==> config.mk <==
export PLATFORM = sky130hd
export DESIGN_NAME = alu_muldiv_iter
export DESIGN_NICKNAME = d
export VERILOG_FILES = /design/src/rtl/alu_muldiv_pkg.sv /design/src/rtl/alu_muldiv_iter_step.sv /design/src/rtl/alu_muldiv_iter.sv
export SDC_FILE = /design/constraint.sdc
export NUM_CORES = 1
export LEC_CHECK = 0
export BUFFER_PORTS_ARGS = -buffer_cell sky130_fd_sc_hd__buf_2
export CORE_MARGIN = 2
export CORE_UTILIZATION = 50
export DETAILED_ROUTE_END_ITERATION = 7
export HOLD_SLACK_MARGIN = 0.08
export PLACE_DENSITY = 0.69
export SLEW_MARGIN = 20
export SYNTH_ARGS = -nofsm -noshare
export SYNTH_HDL_FRONTEND = slang
export SYNTH_SLANG_ARGS = --single-unit
==> constraint.sdc <==
create_clock -name clk -period 8.15 [get_ports clk]
set_input_delay 0.4075 -clock clk [delete_from_list [all_inputs] [get_ports clk]]
set_output_delay 0.4075 -clock clk [all_outputs]
set_load 0.01 [all_outputs]
==> src/rtl/alu_muldiv_pkg.sv <==
// Shared encodings for the iterative RV32M multiply/divide unit:
// funct3 codes, FSM state encoding and the iteration count.
package alu_muldiv_pkg;

   localparam logic [2:0] FN_MUL    = 3'd0;
   localparam logic [2:0] FN_MULH   = 3'd1;
   localparam logic [2:0] FN_MULHSU = 3'd2;
   localparam logic [2:0] FN_MULHU  = 3'd3;
   localparam logic [2:0] FN_DIV    = 3'd4;
   localparam logic [2:0] FN_DIVU   = 3'd5;
   localparam logic [2:0] FN_REM    = 3'd6;
   localparam logic [2:0] FN_REMU   = 3'd7;

   localparam logic [1:0] ST_IDLE = 2'd0;
   localparam logic [1:0] ST_PREP = 2'd1;
   localparam logic [1:0] ST_BUSY = 2'd2;
   localparam logic [1:0] ST_DONE = 2'd3;

   typedef enum logic [1:0] {
      IDLE = ST_IDLE,
      PREP = ST_PREP,
      BUSY = ST_BUSY,
      DONE = ST_DONE
   } state_t;

   localparam int ITER_COUNT = 32;

endpackage

==> src/rtl/alu_muldiv_iter_step.sv <==
// One radix-2 iteration on the 2*XLEN accumulator: shift-add for multiply,
// restoring shift-subtract for divide. The divide quotient bit leaves on q_bit_o.
module muldiv_step #(
   parameter int XLEN = 32
) (
   input  logic [2*XLEN-1:0] acc_i,
   input  logic [XLEN-1:0]   operand_i,
   input  logic              is_div_i,
   output logic [2*XLEN-1:0] acc_o,
   output logic              q_bit_o
);

   logic [XLEN:0]   add_sum;
   logic [XLEN-1:0] sub_diff;

   always_comb begin
      add_sum  = {1'b0, acc_i[2*XLEN-1:XLEN]} + (acc_i[0] ? {1'b0, operand_i} : '0);
      // Partial remainder is below the divisor, so the difference fits in XLEN bits
      sub_diff = acc_i[2*XLEN-2:XLEN-1] - operand_i;
      q_bit_o  = 1'b0;
      acc_o    = {add_sum, acc_i[XLEN-1:1]};
      if (is_div_i) begin
         q_bit_o = (acc_i[2*XLEN-1:XLEN-1] >= {1'b0, operand_i});
         acc_o   = {(q_bit_o ? sub_diff : acc_i[2*XLEN-2:XLEN-1]), acc_i[XLEN-2:0], 1'b0};
      end
   end

endmodule

==> src/rtl/alu_muldiv_iter.sv <==
// Iterative RV32M multiply/divide unit with valid/ready request and response.
// Define ALU_MULDIV_FAST_SPECIAL_EN to retire divide-by-zero and signed overflow straight from IDLE.
module alu_muldiv_iter
   import alu_muldiv_pkg::*;
#(
   parameter int XLEN = 32
) (
   input  logic            clk,
   input  logic            reset,
   input  logic            io_req_valid,
   output logic            io_req_ready,
   input  logic [2:0]      io_req_fn,
   input  logic [XLEN-1:0] io_opa,
   input  logic [XLEN-1:0] io_opb,
   input  logic            io_kill,
   output logic            io_resp_valid,
   input  logic            io_resp_ready,
   output logic [XLEN-1:0] io_resp_data
);

   state_t            state_q, state_d;
   logic [2:0]        fn_q, fn_d;
   logic [XLEN-1:0]   opa_q, opa_d, opb_q, opb_d;
   logic [2*XLEN-1:0] acc_q, acc_d;
   logic [XLEN-1:0]   mcand_q, mcand_d;
   logic [4:0]        cnt_q, cnt_d;
   logic              neg_q, neg_d;
   logic [XLEN-1:0]   res_q, res_d;

   logic              is_div, is_rem, a_signed, b_signed, sa, sb, accept;
   logic [XLEN-1:0]   mag_a, mag_b, quo_rem, final_res;
   logic [2*XLEN-1:0] step_acc, acc_next, prod;
   logic              step_q;

   muldiv_step #(.XLEN(XLEN)) u_step (
      .acc_i     (acc_q),
      .operand_i (mcand_q),
      .is_div_i  (is_div),
      .acc_o     (step_acc),
      .q_bit_o   (step_q)
   );

   always_comb begin
      is_div   = fn_q[2];
      is_rem   = fn_q[2] & fn_q[1];
      a_signed = fn_q inside {FN_MULH, FN_MULHSU, FN_DIV, FN_REM};
      b_signed = fn_q inside {FN_MULH, FN_DIV, FN_REM};
      sa       = a_signed & opa_q[XLEN-1];
      sb       = b_signed & opb_q[XLEN-1];
      mag_a    = sa ? -opa_q : opa_q;
      mag_b    = sb ? -opb_q : opb_q;
      acc_next = is_div ? {step_acc[2*XLEN-1:1], step_q} : step_acc;
      prod     = neg_q ? -acc_next : acc_next;
      quo_rem  = is_rem ? acc_next[2*XLEN-1:XLEN] : acc_next[XLEN-1:0];
      if (is_div) begin
         final_res = neg_q ? -quo_rem : quo_rem;
      end else begin
         final_res = (fn_q == FN_MUL) ? prod[XLEN-1:0] : prod[2*XLEN-1:XLEN];
      end
   end

`ifdef ALU_MULDIV_FAST_SPECIAL_EN
   logic            sp_div0, sp_ovf;
   logic [XLEN-1:0] sp_res;

   always_comb begin
      sp_div0 = io_req_fn[2] & (io_opb == '0);
      sp_ovf  = io_req_fn[2] & ~io_req_fn[0] & (io_opa == {1'b1, {(XLEN-1){1'b0}}}) & (&io_opb);
      sp_res  = sp_div0 ? (io_req_fn[1] ? io_opa : '1) : (io_req_fn[1] ? '0 : io_opa);
   end
`endif

   always_comb begin
      accept  = io_req_valid & (state_q == IDLE) & ~io_kill;
      state_d = state_q;
      fn_d    = fn_q;
      opa_d   = opa_q;
      opb_d   = opb_q;
      acc_d   = acc_q;
      mcand_d = mcand_q;
      cnt_d   = cnt_q;
      neg_d   = neg_q;
      res_d   = res_q;
      case (state_q)
         IDLE: begin
            if (accept) begin
               fn_d    = io_req_fn;
               opa_d   = io_opa;
               opb_d   = io_opb;
               state_d = PREP;
`ifdef ALU_MULDIV_FAST_SPECIAL_EN
               if (sp_div0 | sp_ovf) begin
                  state_d = DONE;
                  res_d   = sp_res;
               end
`endif
            end
         end
         PREP: begin
            // A zero divisor must leave the quotient as all ones, so it never flips sign
            if (!is_div)     neg_d = sa ^ sb;
            else if (is_rem) neg_d = sa;
            else             neg_d = (sa ^ sb) & (opb_q != '0);
            acc_d   = {{XLEN{1'b0}}, mag_a};
            mcand_d = mag_b;
            cnt_d   = '0;
            state_d = BUSY;
         end
         BUSY: begin
            acc_d = acc_next;
            cnt_d = cnt_q + 5'd1;
            if (cnt_q == 5'(ITER_COUNT - 1)) begin
               state_d = DONE;
               res_d   = final_res;
            end
         end
         DONE: begin
            if (io_resp_ready) state_d = IDLE;
         end
         default: state_d = IDLE;
      endcase
      if (io_kill) state_d = IDLE;
   end

   always_ff @(posedge clk or posedge reset) begin
      if (reset) begin
         state_q <= IDLE;
         fn_q    <= '0;
         opa_q   <= '0;
         opb_q   <= '0;
         acc_q   <= '0;
         mcand_q <= '0;
         cnt_q   <= '0;
         neg_q   <= 1'b0;
         res_q   <= '0;
      end else begin
         state_q <= state_d;
         fn_q    <= fn_d;
         opa_q   <= opa_d;
         opb_q   <= opb_d;
         acc_q   <= acc_d;
         mcand_q <= mcand_d;
         cnt_q   <= cnt_d;
         neg_q   <= neg_d;
         res_q   <= res_d;
      end
   end

   assign io_req_ready  = (state_q == IDLE);
   assign io_resp_valid = (state_q == DONE);
   assign io_resp_data  = res_q;

endmodule
==> summary.md, run 1 <==
| Metric | Value |
|---|---|
| Worst-Skew Late Latency | about 570 ps |
| Rows | 69 |
| Pwr Total | 0.01040 W |
| WP buf/inv | 0 |
| CP startpoint | acc_q[49]$_DFFE_PP0P_ |
| Max VDD drop | around 0.46 mV |
| TritonRoute pass-1 iters | 6 |
| I/O pin total | 106 |
| Final period util | approximately 74% |
| Placed Cells | between 2k and 3k |
| Startpoint Class | register |
| Post CTS Setup Buffer Count | 0 |
| Initial antenna violation count | 0 |
| Top post-synthesis cells by count | nand2_1, nor2_1, dfrtp_1 |
| Core Util, Final | 57.48% |
| FILL cells | roughly 3.3k |
| Dominant cell type by area after synthesis | dfrtp_1 |
| Sequential fraction of the synthesis area | 28.11% |
| Post-DP HPWL | just over 50 mm |
| Total Routing Usage GR | between 30% and 40% |
| Gate family responsible for the most delay along the worst path | simple AND/OR/NAND/NOR gates |
| TritonCTS clock tree | built |
| Final setup viols | 0 |
| Status | completed |
| Cts-stage hold buffer count | 63 |
| Die Y | about 190 µm |
| Die area | approximately 38000 µm² |
| Crit-path max cell delay | about 600 ps |
| CTS root buf | clkbuf_16 |
| Yosys reg bits | just over 200 |
| Synth Net Count | 2427 |
| Setup WS pre-CTS | approximately 2300 ps |
| Post-synth cell types | 98 |
| Synthesized area | between 15000 and 20000 µm² |
| First-pass GRT wire length | 104.5 mm |
| Area grow syn2layout | 13.11% |
| Clock skew | approximately 13 ps |
| Vias | about 18k |
| Initial core utilization | 50.81% |
| CTS Buf Count | 26 |
| Async set-or-reset flop fraction in the synthesized netlist | 100.0% |
| RR Startpoint | acc_q[49]$_DFFE_PP0P_ |
| Syn_area_per_cell | approximately 8 µm² |
| Max-slew violation count | 0 |
| Gr busiest metal | met2 |
| Slew HR | a little under a quarter |
| Critical path, cell by cell | ha_1 -> a21oi_1 -> o21ai_0 -> a21oi_1 -> o211ai_4 -> nor2_2 -> nand2_1 -> o21ai_0 -> ha_1 -> o211a_1 -> nor2b_1 -> nand3_1 -> or3_4 -> or4_4 -> nand4b_4 -> or4b_4 -> mux2_4 -> o22ai_1 -> a221o_1 |
| Slew of the pin with the lowest slew margin | around 1100 ps |
| Drt total wl | 68.54 mm |
| R2R depth | 19 |
| Crit path depth | 19 |
| Final-stage net count | 2523 |
| Gp weighted congestion | around 0.99 |
| Post-synth EDFFs | 0 |
| Top FF cell, synth | dfrtp_1 |
| Synth area leaders | dfrtp_1, ha_1, a21oi_1 |
| Clk slew on worst S/H paths | roughly 60 ps |
| Critical Path End | io_resp_data[26]$_DFFE_PP0P_ |
| Congestion Overflow GR | 0 |
| Layout Cells excl Fill | 2855 |
| Post-layout minimum cycle time | roughly 6000 ps |
| Die X | slightly below 200 µm |
| Setup ws final | about 2100 ps |
| Leak | just under 9 nW |
| Arrival @ worst endpoint | around 6500 ps |
| Gate Count Post-Synth | approximately 2.3k |
| Worst hold path type | input port to register |
| Vias in the first global route | approximately 18k |
| Met1 Track Usage GR | ~47% |
| Clock Tree Buf Depth | 3 |
| Remaining DRCs | 0 |
| Final number of hold-violating endpoints | 0 |
| ANT nets after route | 0 |
| Req. time, crit path | roughly 8600 ps |
| Power density over the cells | between 500 and 600 nW/µm² |
| Layout cells sized above 1 | between 10% and 20% |
| Ys Warns | 0 |
| DR WL/cell | ~24 µm |
| RSZ-0062 raised after global routing | no |
| Post_cts resized | 0 |
| M3 GR Usage | under 10% |
| Vias per inst | 6.457 |
| Routing usage on met2 | between 50% and 60% |
| 1st-iter DRT viols | 1996 |
| R2r endpoint | io_resp_data[26]$_DFFE_PP0P_ |
| # Max-Cap Violations | 0 |
| Max FO, Critical Path | 19 |
| Total clock sinks | 203 |
| Crit Path Category | register to register |
| Peak Freq | around 170 MHz |
| Setup tns final | 0 ps |
| Top cell type's share of synthesized area | between 20% and 30% |
| Port Buffer Count | about 110 |
| Setup crit end kind | register |
| Core Area | 35570 µm² |
| Largest net degree at the start of global routing | 137 |
| Reg2Reg Setup Slack | around 2100 ps |
| # H-tree levels | 1 |
| Slowest cell on crit path | or4b_4 |
==> area by class of cell <==
type | instances | area [µm²] | share of cell area [%]
repair buffers | 203 | 1441 | 7.051
multi-input cells | 1822 | 11980 | 58.59
well taps | 461 | 576.8 | 2.821
inverters | 118 | 450.4 | 2.203
clock inverters | 11 | 171.4 | 0.8385
diodes | 1 | 2.502 | 0.01224
flip-flops and latches | 203 | 5085 | 24.87
clock buffers | 36 | 738.2 | 3.611
==> metal layers <==
metal | part of all wire (%) | vias to the layer above
li1 | - | 8542
met1 | 42 | 8834
met2 | 45 | 895
met3 | 8.7 | 164
met4 | 4.9 | 0
met5 | 0 | -
==> registers in the layout, indices dropped and copies added, names as in the netlist, 2 cells and up <==
name,flops
cnt_q,5
fn_q,3
acc_q,64
opb_q,32
state_q,2
opa_q,32
io_resp_data,32
mcand_q,32
==> kinds of logic after synthesis <==
kind of cell / after synthesis / share of synthesized area [%]
multiplexers: 119 / 7.137
XOR/XNOR: 169 / 8.190
buffers and inverters: 253 / 5.739
AO/OA/AOI/OAI: 729 / 26.38
flip-flops: 203 / 28.11
adder cells (fa/ha/maj): 77 / 5.414
AND/OR/NAND/NOR: 728 / 19.03
==> where the power goes <==
group / switching [W] / total [W] / internal [W]
logic: 0.00478 / 0.00723 / 0.00244
clock network: 0.000491 / 0.00125 / 0.000757
registers: 0.000519 / 0.00193 / 0.00141
total: 0.00579 / 0.0104 / 0.00461
==> worst min-delay path by stage <==
stage,start,end,slack (ps),depth (start not counted)
final,io_opa[7],opa_q[7]$_DFFE_PP0P_,90,2
after global routing,io_opa[7],opa_q[7]$_DFFE_PP0P_,80,2
after CTS,io_opa[11],opa_q[11]$_DFFE_PP0P_,80,2
after detailed placement,io_resp_data[4]$_DFFE_PP0P_,io_resp_data[4]$_DFFE_PP0P_,470,2
after global placement,io_resp_data[5]$_DFFE_PP0P_,io_resp_data[5]$_DFFE_PP0P_,460,2
after floorplan,cnt_q[3]$_DFFE_PP0P_,cnt_q[3]$_DFFE_PP0P_,440,1
==> cell usage in the layout (no fill, tap or decap), types with 10 or more instances in the layout <==
master	n
nor2_1	214
nand2_1	214
dfrtp_1	201
a21oi_1	187
o21ai_0	178
inv_1	114
buf_2	105
xnor2_1	99
mux2_2	75
ha_1	72
nor3_1	71
xor2_1	70
dlygate4sd3_1	64
nand3_1	52
o211ai_1	44
mux2i_1	43
o31ai_1	37
buf_4	33
nand4_1	31
clkbuf_16	26
a21o_1	25
or3_1	24
o22ai_1	24
a31oi_1	22
nor4_1	22
a211oi_1	18
nand2b_1	18
and2_1	16
o21a_1	16
a22o_1	15
o2bb2ai_1	15
a221oi_1	11
a22oi_1	10
o41ai_1	10
and3_1	10
==> through the flow <==
stage / area (µm²) / hold slack, ps
after floorplan: 18070 / 444.1
after global placement: 18860 / 458.4
after detailed placement: 18860 / 465.6
after CTS: 20400 / 81.77
after global routing: 20440 / 82.10
final: 20440 / 89.61
No activity file was read; power rests on OpenSTA's default activity.
==> inputs of run 2 (changes only) <==
==> constraint.sdc (replaced) <==
create_clock -name clk -period 6 [get_ports clk]
set_input_delay 0.3 -clock clk [delete_from_list [all_inputs] [get_ports clk]]
set_output_delay 0.3 -clock clk [all_outputs]
set_load 0.01 [all_outputs]
==> run 2 against run 1 <==
Net effect:
- via count rose by 2.0%
- count of clock-buffer cells in the layout fell by 4
- die area did not move
- flip-flop and latch count did not move
- global-route usage rose by 1.4 points
- worst setup slack got worse by 1900 ps
- power rose by 38%
- design area rose by 1.3%
- highest routed layer is now met5
==> summary.md, run 2 (same netlist as run 1, synthesis figures left out) <==
| Metric | Value |
|---|---|
| Startpoint Class | register |
| Hold_sp | io_req_valid |
| TritonCTS clock tree | built |
| Status | completed |
| Crit-path max cell delay | 620 ps |
| Critical path, cell by cell | ha_1 -> a21oi_1 -> o21ai_0 -> a21oi_1 -> o211ai_4 -> nor2_2 -> nand2_1 -> o21ai_0 -> ha_1 -> o211a_1 -> nor2b_1 -> nand3_1 -> or3_4 -> or4_4 -> nand4b_4 -> or4b_4 -> mux2_4 -> o22ai_1 -> a221o_1 |
| CP startpoint | acc_q[51]$_DFFE_PP0P_ |
| Power density over the cells | a little under 700 nW/µm² |
| Max-slew violation count | 0 |
| RR Startpoint | acc_q[51]$_DFFE_PP0P_ |
| Final period util | 95.95% |
| Crit Path Category | register to register |
| Sequential cell area | approximately 5000 µm² |
| Die area | ~38000 µm² |
| Pwr Total | 0.01441 W |
| Setup crit end kind | register |
| Post-layout minimum cycle time | 5757 ps |
| Initial core utilization | a little over 50% |
| Core Area | 35570 µm² |
| Layout cells sized above 1 | between 10% and 20% |
| Vias | about 19k |
| Worst hold path type | input port to register |
| Total clock sinks | between 200 and 250 |
| Total Routing Usage GR | a little under two fifths |
| Switching share of power | between 50% and 60% |
| Arrival @ worst endpoint | 6220 ps |
| Post-DP HPWL | 54.00 mm |
| Final setup viols | 0 |
| Peak Freq | 173.7 MHz |
| Area grow syn2layout | 14.61% |
| Slew of the pin with the lowest slew margin | 942.0 ps |
| Max VDD drop | 0.4632 mV |
| CTS Buf Count | 25 |
| Die X | about 190 µm |
| Final-stage net count | 2566 |
| Req. time, crit path | approximately 6500 ps |
| Slew HR | a little over a third |
| Post_cts resized | 0 |
| RSZ-0062 raised after global routing | no |
| Clock skew | between 20 and 25 ps |
| Largest net degree at the start of global routing | 143 |
| Placed Cells | between 2k and 3k |
| Final number of hold-violating endpoints | 0 |
| Gp weighted congestion | between 0.9 and 1 |
| # H-tree levels | 1 |
| Rows | 69 |
| WP buf/inv | 0 |
| Seq pwr share | 18.5% |
| Port Buffer Count | 105 |
| Clock Tree Buf Depth | 3 |
| Layout Cells excl Fill | 2896 |
| Setup tns final | 0 ps |
| Gate family responsible for the most delay along the worst path | simple AND/OR/NAND/NOR gates |
| Slowest cell on crit path | or4b_4 |
| Initial antenna violation count | 2 |
| Max reg flops | 64 |
| I/O pin total | 106 |
| Vias in the first global route | ~18k |
| Internal power | 0.006389 W |
| Largest reg by FF count | acc_q |
| Drt total wl | about 71 mm |
| Max FO, Critical Path | 9 |
| Commonest cells after routing, fill and taps aside | nor2_1, nand2_1, dfrtp_1, a21oi_1, o21ai_0 |
| Clock power share | between 10% and 20% |
| FILL cells | about 3.3k |
| Worst-Skew Late Latency | between 500 and 600 ps |
| TritonRoute pass-1 iters | 6 |
| Multi-input gate area | about 12000 µm² |
| Antenna diodes | 0 |
| Vias per inst | roughly 6.5 |
| ANT nets after route | 0 |
| Leak | roughly 9.0 nW |
| Clk slew on worst S/H paths | around 70 ps |
| Remaining DRCs | 0 |
| Congestion Overflow GR | 0 |
| First-pass GRT wire length | between 100 and 150 mm |
| Psw | around 0.008 W |
| Die Y | just under 200 µm |
| # Max-Cap Violations | 0 |
| 1st-iter DRT viols | between 1.5k and 2k |
| Gate power share | about 70% |
| DR WL/cell | between 20 and 25 µm |
| CTS root buf | clkbuf_16 |
-- run 2: cell count changes in the layout (fill, tap and decap cells not counted), sizes merged --
cell / change
bufinv: -1
dlygate4sd3: +5
clkinvlp: +3
diode: -1
buf: +39
clkbuf: -4
-- run 2: worst min-delay path, cell delays in order --
cell	delay, ps
buf_2	110
inv_1	50
a222oi_1	100
nor2_1	110
a211oi_1	50
-- run 2: power by group through the flow --
stage / Sequential (W) / Clock (W) / Combinational [W]
5_1_grt: 0.00273 / 0.00168 / 0.0108
3_5_place_dp: 0.00265 / 0 / 0.00973
3_3_place_gp: 0.00261 / 0 / 0.00969
4_1_cts: 0.00263 / 0.00163 / 0.00982
2_1_floorplan: 0.00234 / 0 / 0.00675
6_report: 0.00266 / 0.00161 / 0.0101
-- run 2: what timing repair did --
item                      in CTS  in global routing
hold endpoints to repair     210                  0
hold buffers                  69                  0
setup buffers                  0                  0
-- run 2: per-layer routing --
metal	wire length, µm	global-route usage (%)
met5	9	0
met1	29760	50.44
met3	6122	5.827
met2	31820	58.09
met4	3440	15.43
-- run 2: per-stage QoR --
step | hold slack (ps) | area, µm² | worst slack [ps] | util (%)
2_1_floorplan | 366.4 | 18080 | 74.41 | -
3_3_place_gp | 457.9 | 19170 | 572.7 | 53.89
4_1_cts | 171.1 | 20710 | 402.5 | 58.22
5_1_grt | 232.0 | 20710 | 17.42 | 58.24
6_report | 196.0 | 20710 | 242.9 | 58.24
3_5_place_dp | 457.5 | 19170 | 433.9 | 53.89
-- run 2: final cells by class --
cell class	instances	area share [%]
flip-flops and latches	203	24.55
multi-input cells	1822	57.78
repair buffers	247	8.577
inverters	118	2.199
well taps	461	2.784
clock buffers	32	3.340
clock inverters	13	0.7731
-- run 2: worst paths after layout --
kind | to | slack (ps) | cells after the start
setup / recovery | io_resp_data[26]$_DFFE_PP0P_ | 240 | 19
hold / removal | state_q[0]$_DFFE_PP0P_ | 200 | 5
setup reg to reg | io_resp_data[26]$_DFFE_PP0P_ | 240 | 19
hold reg to reg | io_resp_data[7]$_DFFE_PP0P_ | 460 | 2
max in group asynchronous | acc_q[28]$_DFFE_PP0P_ | 4190 | 4
min in group asynchronous | state_q[1]$_DFFE_PP0P_ | 480 | 3
==> inputs of run 3 (changes only) <==
--- a/config.mk
+++ b/config.mk
@@ -6,7 +6,8 @@
 export NUM_CORES = 1
 export LEC_CHECK = 0
 export BUFFER_PORTS_ARGS = -buffer_cell sky130_fd_sc_hd__buf_2
-export CORE_MARGIN = 2
+export CORE_ASPECT_RATIO = 1.4
+export CORE_MARGIN = 3
 export CORE_UTILIZATION = 50
 export DETAILED_ROUTE_END_ITERATION = 7
 export HOLD_SLACK_MARGIN = 0.08
==> run 3 against run 2 <==
Net effect:
- register-to-register slack gained 40 ps
- critical path depth unchanged
- hold slack improved by 8.1 ps
- sequential share of layout area is essentially flat
- design area is 0.17% lower
- maximum frequency grew 0.72%
- count of clock-buffer cells in the layout rose by 3
- global-route usage fell by 2.0 points
- sequential power is 2% lower
- clock skew decreased by 13 ps
- critical path type unchanged
- largest cell class unchanged
==> summary.md, run 3 (same netlist as run 1, synthesis figures left out) <==
| Metric | Value |
|---|---|
| Congestion Overflow GR | 0 |
| Max FO, Critical Path | 12 |
| DR WL/cell | ~24 µm |
| ANT nets after route | 0 |
| Final period util | a little over nine tenths |
| Slew HR | 23.07% |
| Largest net degree at the start of global routing | 90 |
| Crit-path max cell delay | approximately 600 ps |
| # H-tree levels | 1 |
| Clk slew on worst S/H paths | 70 ps |
| Gp weighted congestion | around 1 |
| 1st-iter DRT viols | ~1.6k |
| CTS Buf Count | 25 |
| Clock Tree Buf Depth | 3 |
| Worst-Skew Late Latency | 560 ps |
| Max reg flops | 64 |
| RSZ-0062 raised after global routing | no |
| Final setup viols | 0 |
| Area grow syn2layout | 14.42% |
| Slowest cell on crit path | or4b_4 |
| Remaining DRCs | 0 |
| Layout cells sized above 1 | ~14% |
| Req. time, crit path | between 6000 and 7000 ps |
| Rows | a little over 80 |
| Final-stage net count | ~2.6k |
| Max VDD drop | between 0.3 and 0.4 mV |
| WP buf/inv | 0 |
| Antenna diodes | 0 |
| FILL cells | ~3.3k |
| Power density over the cells | 677.3 nW/µm² |
| First-pass GRT wire length | roughly 110 mm |
| Total Routing Usage GR | about a third |
| Total clock sinks | about 200 |
| TritonCTS clock tree | built |
| Status | completed |
| Layout Cells excl Fill | around 2.9k |
| Vias in the first global route | approximately 18k |
| Port Buffer Count | about 110 |
| Die area | about 38000 µm² |
| Peak Freq | between 150 and 200 MHz |
| Post_cts resized | 0 |
| Slew of the pin with the lowest slew margin | approximately 1100 ps |
| Worst hold path type | input port to register |
| Post-layout minimum cycle time | roughly 5700 ps |
| Setup crit end kind | register |
| TritonRoute pass-1 iters | 6 |
| Critical path, cell by cell | ha_1 -> a21oi_1 -> o21ai_0 -> a21oi_1 -> o211ai_4 -> nor2_2 -> nand2_1 -> o21ai_0 -> ha_1 -> o211a_1 -> nor2b_1 -> nand3_1 -> or3_4 -> or4_4 -> nand4b_4 -> or4b_4 -> mux2_4 -> o22ai_1 -> a221o_1 |
| Final number of hold-violating endpoints | 0 |
| Die Y | approximately 230 µm |
| Cts-stage hold buffer count | between 60 and 70 |
| I/O pin total | ~110 |
| Vias per inst | roughly 6.4 |
| Initial core utilization | roughly 51% |
| Startpoint Class | register |
| Initial antenna violation count | 0 |
| # Max-Cap Violations | 0 |
| Die X | 166.7 µm |
| Drt total wl | 69.46 mm |
| Clock skew | roughly 12 ps |
| Arrival @ worst endpoint | between 6000 and 7000 ps |
| Placed Cells | approximately 2.8k |
| CTS root buf | clkbuf_16 |
| Leak | 8.962 nW |
| Post-DP HPWL | around 54 mm |
| Commonest cells after routing, fill and taps aside | nor2_1, nand2_1, dfrtp_1, a21oi_1, o21ai_0 |
| Crit Path Category | register to register |
| Max-slew violation count | 0 |
| Largest reg by FF count | acc_q |
| Core Area | approximately 35000 µm² |
| Setup tns final | 0 ps |
| Gate family responsible for the most delay along the worst path | simple AND/OR/NAND/NOR gates |
| Post CTS Setup Buffer Count | 0 |
| Vias | ~19k |
[run 3: changes by cell type in the layout (fill, tap and decap cells not counted), sizes merged]
cell / before / now
clkinvlp: 5 / 3
clkbuf: 32 / 35
buf: 178 / 176
clkinv: 7 / 8
bufinv: 3 / 1
inv: 116 / 117
[run 3: layout make-up]
type                            instances  area (µm²)  area share, %
Clock inverter                         11       102.6         0.4961
Inverter                              118       450.4          2.178
Multi-Input combinational cell       1822       11970          57.89
Timing Repair Buffer                  245        1787          8.640
Clock buffer                           35       713.2          3.449
Sequential cell                       203        5085          24.59
Tap cell                              456       570.5          2.759
[run 3: path summary, 6_finish.rpt]
check / start / to / slack [ps] / cells after the start
worst max-delay path: acc_q[49]$_DFFE_PP0P_ / io_resp_data[26]$_DFFE_PP0P_ / 280 / 19
worst min-delay path: io_req_valid / state_q[0]$_DFFE_PP0P_ / 200 / 5
worst max register to register: acc_q[49]$_DFFE_PP0P_ / io_resp_data[26]$_DFFE_PP0P_ / 280 / 19
worst min register to register: io_resp_data[1]$_DFFE_PP0P_ / io_resp_data[1]$_DFFE_PP0P_ / 480 / 2
max in group asynchronous: reset / io_resp_data[6]$_DFFE_PP0P_ / 4280 / 4
min in group asynchronous: reset / opb_q[26]$_DFFE_PP0P_ / 380 / 3
[run 3: power breakdown]
| group | internal, W | switching (W) |
|---|---|---|
| Clock | 0.000876 | 0.000670 |
| Sequential | 0.00192 | 0.000696 |
| Combinational | 0.00350 | 0.00635 |
[run 3: routing by layer]
| metal | track usage (%) | wire length (µm) | vias to the layer above |
|---|---|---|---|
| met1 | 44.54 | 28070 | 8925 |
| met2 | 59.59 | 33090 | 841 |
| li1 | - | - | 8594 |
| met4 | 16.15 | 3817 | 0 |
| met3 | 3.409 | 4483 | 164 |
| met5 | 0 | 0 | - |
[run 3: through the flow]
| step | setup slack, ps | cell area (µm²) | utilization [%] | hold WS, ps | total power (W) |
|---|---|---|---|---|---|
| after floorplan | 74.41 | 18080 | - | 366.4 | 0.009083 |
| after global placement | 473.4 | 19170 | 54.36 | 443.3 | 0.01208 |
| after detailed placement | 372.9 | 19170 | 54.36 | 449.9 | 0.01216 |
| after CTS | 323.9 | 20680 | 58.63 | 192.7 | 0.01379 |
| after global routing | 18.21 | 20680 | 58.63 | 268.2 | 0.01489 |
| final | 284.2 | 20680 | 58.63 | 204.1 | 0.01401 |
[run 3: worst min-delay path, stage by stage]
cell and delay, ps:
buf_2 100, inv_1 40, a222oi_1 100, nor2_1 110, a211oi_1 60
